<file path="src/rtl/mmio_pkg.sv">
// Shared constants and types for the CPU memory-bus hub: I/O window decode,
// UART/clock register addresses and the read-source select.
package mmio_pkg;

  localparam logic [17:0] IO_UART = 18'h30000;
  localparam logic [17:0] IO_CLK  = 18'h30004;
  localparam logic [17:0] IO_MASK = 18'h30000;

  typedef enum logic {
    SRC_RAM = 1'b0,
    SRC_IO  = 1'b1
  } hub_src_e;

  function automatic logic is_io(input logic [17:0] addr);
    return (addr & IO_MASK) == IO_MASK;
  endfunction

endpackage

</file>
<file path="src/rtl/byte_fifo.sv">
// Byte-wide FIFO with occupancy count. A push on a full queue is accepted
// only when a pop frees the head in the same cycle.
module byte_fifo #(
  parameter int DEPTH = 16
) (
  input  logic                     clk_in,
  input  logic                     rst_in,
  input  logic                     push,
  input  logic [7:0]               push_data,
  input  logic                     pop,
  output logic [7:0]               pop_data,
  output logic                     full,
  output logic                     empty,
  output logic [$clog2(DEPTH):0]   count,
  output logic [$clog2(DEPTH):0]   count_nxt
);

  localparam int AW = $clog2(DEPTH);

  logic [7:0]    mem_q [DEPTH];
  logic [AW-1:0] wr_ptr_q, wr_ptr_d;
  logic [AW-1:0] rd_ptr_q, rd_ptr_d;
  logic [AW:0]   count_q, count_d;
  logic          push_ok, pop_ok;

  assign full      = (count_q == (AW+1)'(DEPTH));
  assign empty     = (count_q == '0);
  assign count     = count_q;
  assign count_nxt = count_d;
  assign pop_data  = mem_q[rd_ptr_q];

  always_comb begin
    pop_ok   = pop & ~empty;
    push_ok  = push & (~full | pop_ok);
    wr_ptr_d = wr_ptr_q + AW'(push_ok);
    rd_ptr_d = rd_ptr_q + AW'(pop_ok);
    count_d  = count_q;
    if (push_ok && !pop_ok) begin
      count_d = count_q + (AW+1)'(1);
    end else if (pop_ok && !push_ok) begin
      count_d = count_q - (AW+1)'(1);
    end
  end

  always_ff @(posedge clk_in or negedge rst_in) begin
    if (!rst_in) begin
      wr_ptr_q <= '0;
      rd_ptr_q <= '0;
      count_q  <= '0;
    end else begin
      wr_ptr_q <= wr_ptr_d;
      rd_ptr_q <= rd_ptr_d;
      count_q  <= count_d;
    end
  end

  // Storage is not reset; the pointers define which entries are valid.
  always_ff @(posedge clk_in) begin
    if (push_ok) begin
      mem_q[wr_ptr_q] <= push_data;
    end
  end

endmodule

</file>
<file path="src/rtl/mmio_hub.sv">
// CPU memory-bus hub: RAM/I-O decode, UART TX/RX queues, cycle counter with
// coherent snapshot, program-stop flag and one-cycle registered read return.
module mmio_hub
  import mmio_pkg::*;
#(
  parameter int TX_DEPTH    = 16,
  parameter int RX_DEPTH    = 16,
  parameter int FULL_MARGIN = 2
) (
  input  logic        clk_in,
  input  logic        rst_in,
  input  logic        cpu_rdy,
  input  logic [31:0] mem_a,
  input  logic [7:0]  mem_dout,
  input  logic        mem_wr,
  output logic [7:0]  mem_din,
  output logic        io_buffer_full,
  output logic [16:0] ram_addr,
  output logic        ram_we,
  output logic [7:0]  ram_wdata,
  input  logic [7:0]  ram_rdata,
  output logic [7:0]  tx_data,
  output logic        tx_valid,
  input  logic        tx_ready,
  input  logic [7:0]  rx_data,
  input  logic        rx_valid,
  output logic        program_done,
  output logic        tx_overflow
);

  logic [17:0] addr;
  logic        io_sel, uart_hit, clk_hit, clk_load;
  logic        tx_push, tx_pop, rx_pop;
  logic [7:0]  tx_wdata, rx_head;
  logic        tx_full, tx_empty, rx_empty;
  logic [$clog2(TX_DEPTH):0] tx_count, tx_count_nxt;
  logic [$clog2(RX_DEPTH):0] rx_count, rx_count_nxt;
  logic        unused_ok;

  hub_src_e    src_q, src_d;
  logic [7:0]  io_rdata_q, io_rdata_d;
  logic [31:0] cnt_q, cnt_d, snap_q, snap_d;
  logic        done_q, done_d, ovf_q, ovf_d, full_q, full_d, live_q;

  assign unused_ok = ^{mem_a[31:18], rx_count, rx_count_nxt, tx_count};

  assign addr      = mem_a[17:0];
  assign io_sel    = is_io(addr);
  assign uart_hit  = (addr == IO_UART);
  assign clk_hit   = (addr[17:2] == IO_CLK[17:2]);
  assign clk_load  = (addr == IO_CLK);

  assign ram_addr  = mem_a[16:0];
  assign ram_wdata = mem_dout;
  assign ram_we    = mem_wr & ~io_sel & cpu_rdy;

  // The stop write pushes a literal 0x00 that skips the zero filter.
  assign tx_push   = cpu_rdy & mem_wr & ((uart_hit & (mem_dout != 8'h00)) | clk_load);
  assign tx_wdata  = clk_load ? 8'h00 : mem_dout;
  assign tx_valid  = ~tx_empty;
  assign tx_pop    = tx_valid & tx_ready;
  assign rx_pop    = cpu_rdy & ~mem_wr & uart_hit;

  byte_fifo #(.DEPTH(TX_DEPTH)) u_tx_fifo (
    .clk_in    (clk_in),
    .rst_in    (rst_in),
    .push      (tx_push),
    .push_data (tx_wdata),
    .pop       (tx_pop),
    .pop_data  (tx_data),
    .full      (tx_full),
    .empty     (tx_empty),
    .count     (tx_count),
    .count_nxt (tx_count_nxt)
  );

  byte_fifo #(.DEPTH(RX_DEPTH)) u_rx_fifo (
    .clk_in    (clk_in),
    .rst_in    (rst_in),
    .push      (rx_valid),
    .push_data (rx_data),
    .pop       (rx_pop),
    .pop_data  (rx_head),
    .full      (),
    .empty     (rx_empty),
    .count     (rx_count),
    .count_nxt (rx_count_nxt)
  );

  always_comb begin
    cnt_d  = cnt_q + 32'd1;
    snap_d = (cpu_rdy && !mem_wr && clk_load) ? cnt_q : snap_q;
    src_d  = io_sel ? SRC_IO : SRC_RAM;
    io_rdata_d = 8'h00;
    if (uart_hit) begin
      io_rdata_d = rx_empty ? 8'h00 : rx_head;
    end else if (clk_hit) begin
      io_rdata_d = snap_d[{addr[1:0], 3'b000} +: 8];
    end
    done_d = done_q | (cpu_rdy & mem_wr & clk_load);
    ovf_d  = ovf_q | (tx_push & tx_full & ~tx_pop);
    full_d = (TX_DEPTH - int'(tx_count_nxt)) <= FULL_MARGIN;
  end

  always_ff @(posedge clk_in or negedge rst_in) begin
    if (!rst_in) begin
      cnt_q      <= '0;
      snap_q     <= '0;
      src_q      <= SRC_RAM;
      io_rdata_q <= '0;
      done_q     <= 1'b0;
      ovf_q      <= 1'b0;
      full_q     <= 1'b0;
      live_q     <= 1'b0;
    end else begin
      cnt_q      <= cnt_d;
      snap_q     <= snap_d;
      src_q      <= src_d;
      io_rdata_q <= io_rdata_d;
      done_q     <= done_d;
      ovf_q      <= ovf_d;
      full_q     <= full_d;
      live_q     <= 1'b1;
    end
  end

  // live_q keeps the read bus at zero until the first post-reset address cycle.
  assign mem_din        = !live_q ? 8'h00 : (src_q == SRC_RAM) ? ram_rdata : io_rdata_q;
  assign io_buffer_full = full_q;
  assign program_done   = done_q;
  assign tx_overflow    = ovf_q;

endmodule

</file>
<file path="config.mk">
export PLATFORM = sky130hd
export DESIGN_NAME = mmio_hub
export DESIGN_NICKNAME = d
export VERILOG_FILES = /design/src/rtl/mmio_pkg.sv /design/src/rtl/byte_fifo.sv /design/src/rtl/mmio_hub.sv
export SDC_FILE = /design/constraint.sdc
export NUM_CORES = 1
export LEC_CHECK = 0
export ABC_CLOCK_PERIOD_IN_PS = 4100
export CAP_MARGIN = 10
export CORE_MARGIN = 10
export CORE_UTILIZATION = 50
export CTS_BUF_LIST = sky130_fd_sc_hd__clkbuf_8 sky130_fd_sc_hd__clkbuf_16
export CTS_CLUSTER_DIAMETER = 30
export DETAILED_ROUTE_END_ITERATION = 8
export PLACE_DENSITY = 0.78
export SLEW_MARGIN = 20
export SYNTH_ARGS = -nofsm -noshare
export SYNTH_HDL_FRONTEND = slang
export SYNTH_SLANG_ARGS = --single-unit
</file>
<file path="constraint.sdc">
create_clock -name clk_in -period 4.1 [get_ports clk_in]
set_input_delay 0.82 -clock clk_in [delete_from_list [all_inputs] [get_ports clk_in]]
set_output_delay 0.82 -clock clk_in [all_outputs]
set_load 0.01 [all_outputs]
</file>
==> out/summary.txt <==
post-synthesis register bit count = 359
die area = 0.0375 mm^2
TritonCTS clock tree = built
Startpoint Class = flip-flop
H-Tree Depth = 3
Final WS setup = 240 ps
post-route clock skew = 20.7 ps
Total Wirelength = 32,100 um
WS Path Type = reg -> out
fin. max-slew vios = 0
routed len/inst = 22.0 um
IR drop worst, VDD = 0.000438 V
Synth cell types = 60
initial antenna violation count = 0
reg2reg setup slack = 840 ps
Hold WS = 295 ps
cell-internal power = 8640 uW
height of the die = 194 um
combinational share of power = 15.4%
total track usage = 17.3%
setup TNS = 0 ps
final number of hold-violating endpoints = 0
Synth Cell Area = 0.0151 mm^2
Register-to-Register Path Depth = 13
Synth top cells by count = edfxtp_1, dfrtp_1, mux4_2, nor2_1, nand2_1
Final min period = 3860 ps
fraction of layout cells with a size suffix above 1 = 27.0%
most common cell in the netlist = edfxtp_1
CP required = 3280 ps
CTS Buf Count = 66
final instance area = 0.0188 mm^2
Initial Util = 50.8%
part of the power in registers = 38.1%
Post-DP Area = 0.0165 mm^2
worst hold path class = in -> async
gpl congestion = 0.839
Die W = 194 um
worst slack at placement = 153 ps
status = finished clean
Top-Level Pins = 108
row count = 63
Final setup violation count = 0
Worst Tran Pin Value = 894 ps
EDFF count, synth = 256
FF-to-FF Start = u_tx_fifo.count[0]$_DFF_PN0_
number of remaining DRC errors = 0
setup bufs post-CTS = 0
detailed placement HPWL = 21,200 um
area grow syn2layout = 24.8%
global-route wire length before repair = 51,500 um
CP Launch Point = u_tx_fifo.rd_ptr_q[0]$_DFF_PN0_
sequential fraction of the synthesis area = 68.2%
Vias = 8,140
worst-case clock buffer depth = 3
f_max = 259 MHz
antenna diode count = 0
switching power = 2860 uW
Root Driver = clkbuf_16
CP Capture Point = tx_data[4]
hold buffer count at CTS = 0
core area = 0.0296 mm^2
period utilization = 94.2%
number of port buffers = 93
Post-synth ARST share = 28.7%
largest net degree at the start of global routing = 52
grt total ovfl = 0
ANT nets after route = 0
reg-to-reg endpoint = io_buffer_full$_DFF_PN0_
Lkg Pwr = 0.00698 uW
Critical Path End Type = output pin
final net count = 1,102
clock latency on the worst-skew pair = 560 ps
Synth Flop Type = edfxtp_1
Mapped Nets = 950
Worst Path Arrival = 3040 ps
Sw Ratio = 24.9%
Post-Synthesis Cells = 869
relative slew slack = 39.9%
Worst-path clk slew = 50 ps
leading area contributor after synthesis = edfxtp_1
Clk pwr share = 46.5%
Synth top area share = 51.1%
# clock sinks = 359
top post-synthesis cells by area = edfxtp_1, dfrtp_1, mux4_2
total power divided by cell area = 612 mW/mm^2
crit path max fanout = 18
Synth Area per Inst = 17.3 um^2
Initial DRC Count = 585
max-cap viol count = 0
vias in the first global route = 8,940
RSZ-0062 raised after global routing = no
via/cell ratio = 5.56
synth warn = 0
DR pass1 iterations = 5
-- final cells by class --
type | instances | area (um^2)
Inverter | 21 | 78.8
Clock inverter | 48 | 475
Timing Repair Buffer | 146 | 1340
Clock buffer | 72 | 1760
Multi-Input combinational cell | 427 | 4380
Tap cell | 390 | 488
Sequential cell | 359 | 10300
Fill cell | 2011 | 10900
-- cells in the final DEF (no fill, tap or decap), types with 9 or more instances in the layout --
cell and n:
buf_4 53, mux4_2 80, ha_1 18, mux2i_1 14, nor2b_1 9, nor2_1 41, clkdlybuf4s50_1 92, nand2_1 36
and2_1 10, nor3_1 14, xor2_1 13, clkbuf_16 68, and3_1 15, dfrtp_1 100, nand3_1 22, xnor2_1 33
mux2_2 33, inv_1 33, edfxtp_1 256
-- sequential cells by signal (all words and copies together) (netlist names), 4 cells and up --
register            count
u_tx_fifo.rd_ptr_q      4
io_rdata_q              8
u_rx_fifo.wr_ptr_q      4
cnt_q                  32
u_rx_fifo.count         5
u_tx_fifo.count         5
u_tx_fifo.wr_ptr_q      4
u_rx_fifo.mem_q       128
snap_q                 32
u_tx_fifo.mem_q       128
u_rx_fifo.rd_ptr_q      4
-- worst min path at each step --
stage,start,endpoint,cells after the start
finish,rst_in,u_tx_fifo.count[4]$_DFF_PN0_,1
global route,rst_in,u_tx_fifo.count[4]$_DFF_PN0_,1
CTS,rst_in,u_tx_fifo.rd_ptr_q[1]$_DFF_PN0_,1
detailed placement,tx_overflow$_DFF_PN0_,tx_overflow$_DFF_PN0_,1
global placement,tx_overflow$_DFF_PN0_,tx_overflow$_DFF_PN0_,1
floorplan,cnt_q[31]$_DFF_PN0_,cnt_q[31]$_DFF_PN0_,1
-- cells by family (layout without fill, tap and decap cells) --
logic type,count (synthesis),after routing,synth area share [%]
muxes,127,127,15.4
adders and majority gates,19,19,1.63
and+or+nand+nor,184,184,6.68
xor gates and xnor gates,46,46,2.68
DFF,359,359,68.2
AOI/OAI and AO/OA,50,50,2.63
buffers and inverters,83,287,2.81
other,1,1,0.0249
-- timing repair --
| action | CTS | global route |
|---|---|---|
| hold endpoints to repair | 0 | 0 |
| setup endpoints to repair | 0 | 7 |
| resized for setup | 0 | 1 |
-- power by group through the flow --
stage	combinational (uW)	clock (uW)	sequential, uW
global placement	1700	0	4420
CTS	1800	5430	4380
detailed placement	1770	0	4440
floorplan	1270	0	4280
global route	1930	5610	4420
finish	1770	5350	4380
-- per-layer routing --
layer  routed length (um)  GRT usage, %  vias up  part of all wire, %
li1                     -             -     3674                    -
met1                12600          20.0     4175                   39
met2                17200          30.8      223                   54
met3                 1550          4.24       68                  4.8
met4                  706          5.49        0                  2.2
met5                    0             0        -                    0
-- worst max-delay path: stages, from the launching register on --
cell	delay, ps
dfrtp_4	650
buf_4	280
mux4_2	540
mux4_2	490
clkdlybuf4s50_1	510
-- through the flow --
step / cells / power, uW / util (%)
after floorplan: 869 / 5550 / -
after global placement: 1343 / 6120 / 55.8
after detailed placement: 1343 / 6200 / 55.8
after CTS: 1463 / 11600 / 63.4
after global routing: 1463 / 12000 / 63.4
final: 1463 / 11500 / 63.4
Note: power is estimated with default switching activity, not from simulation.
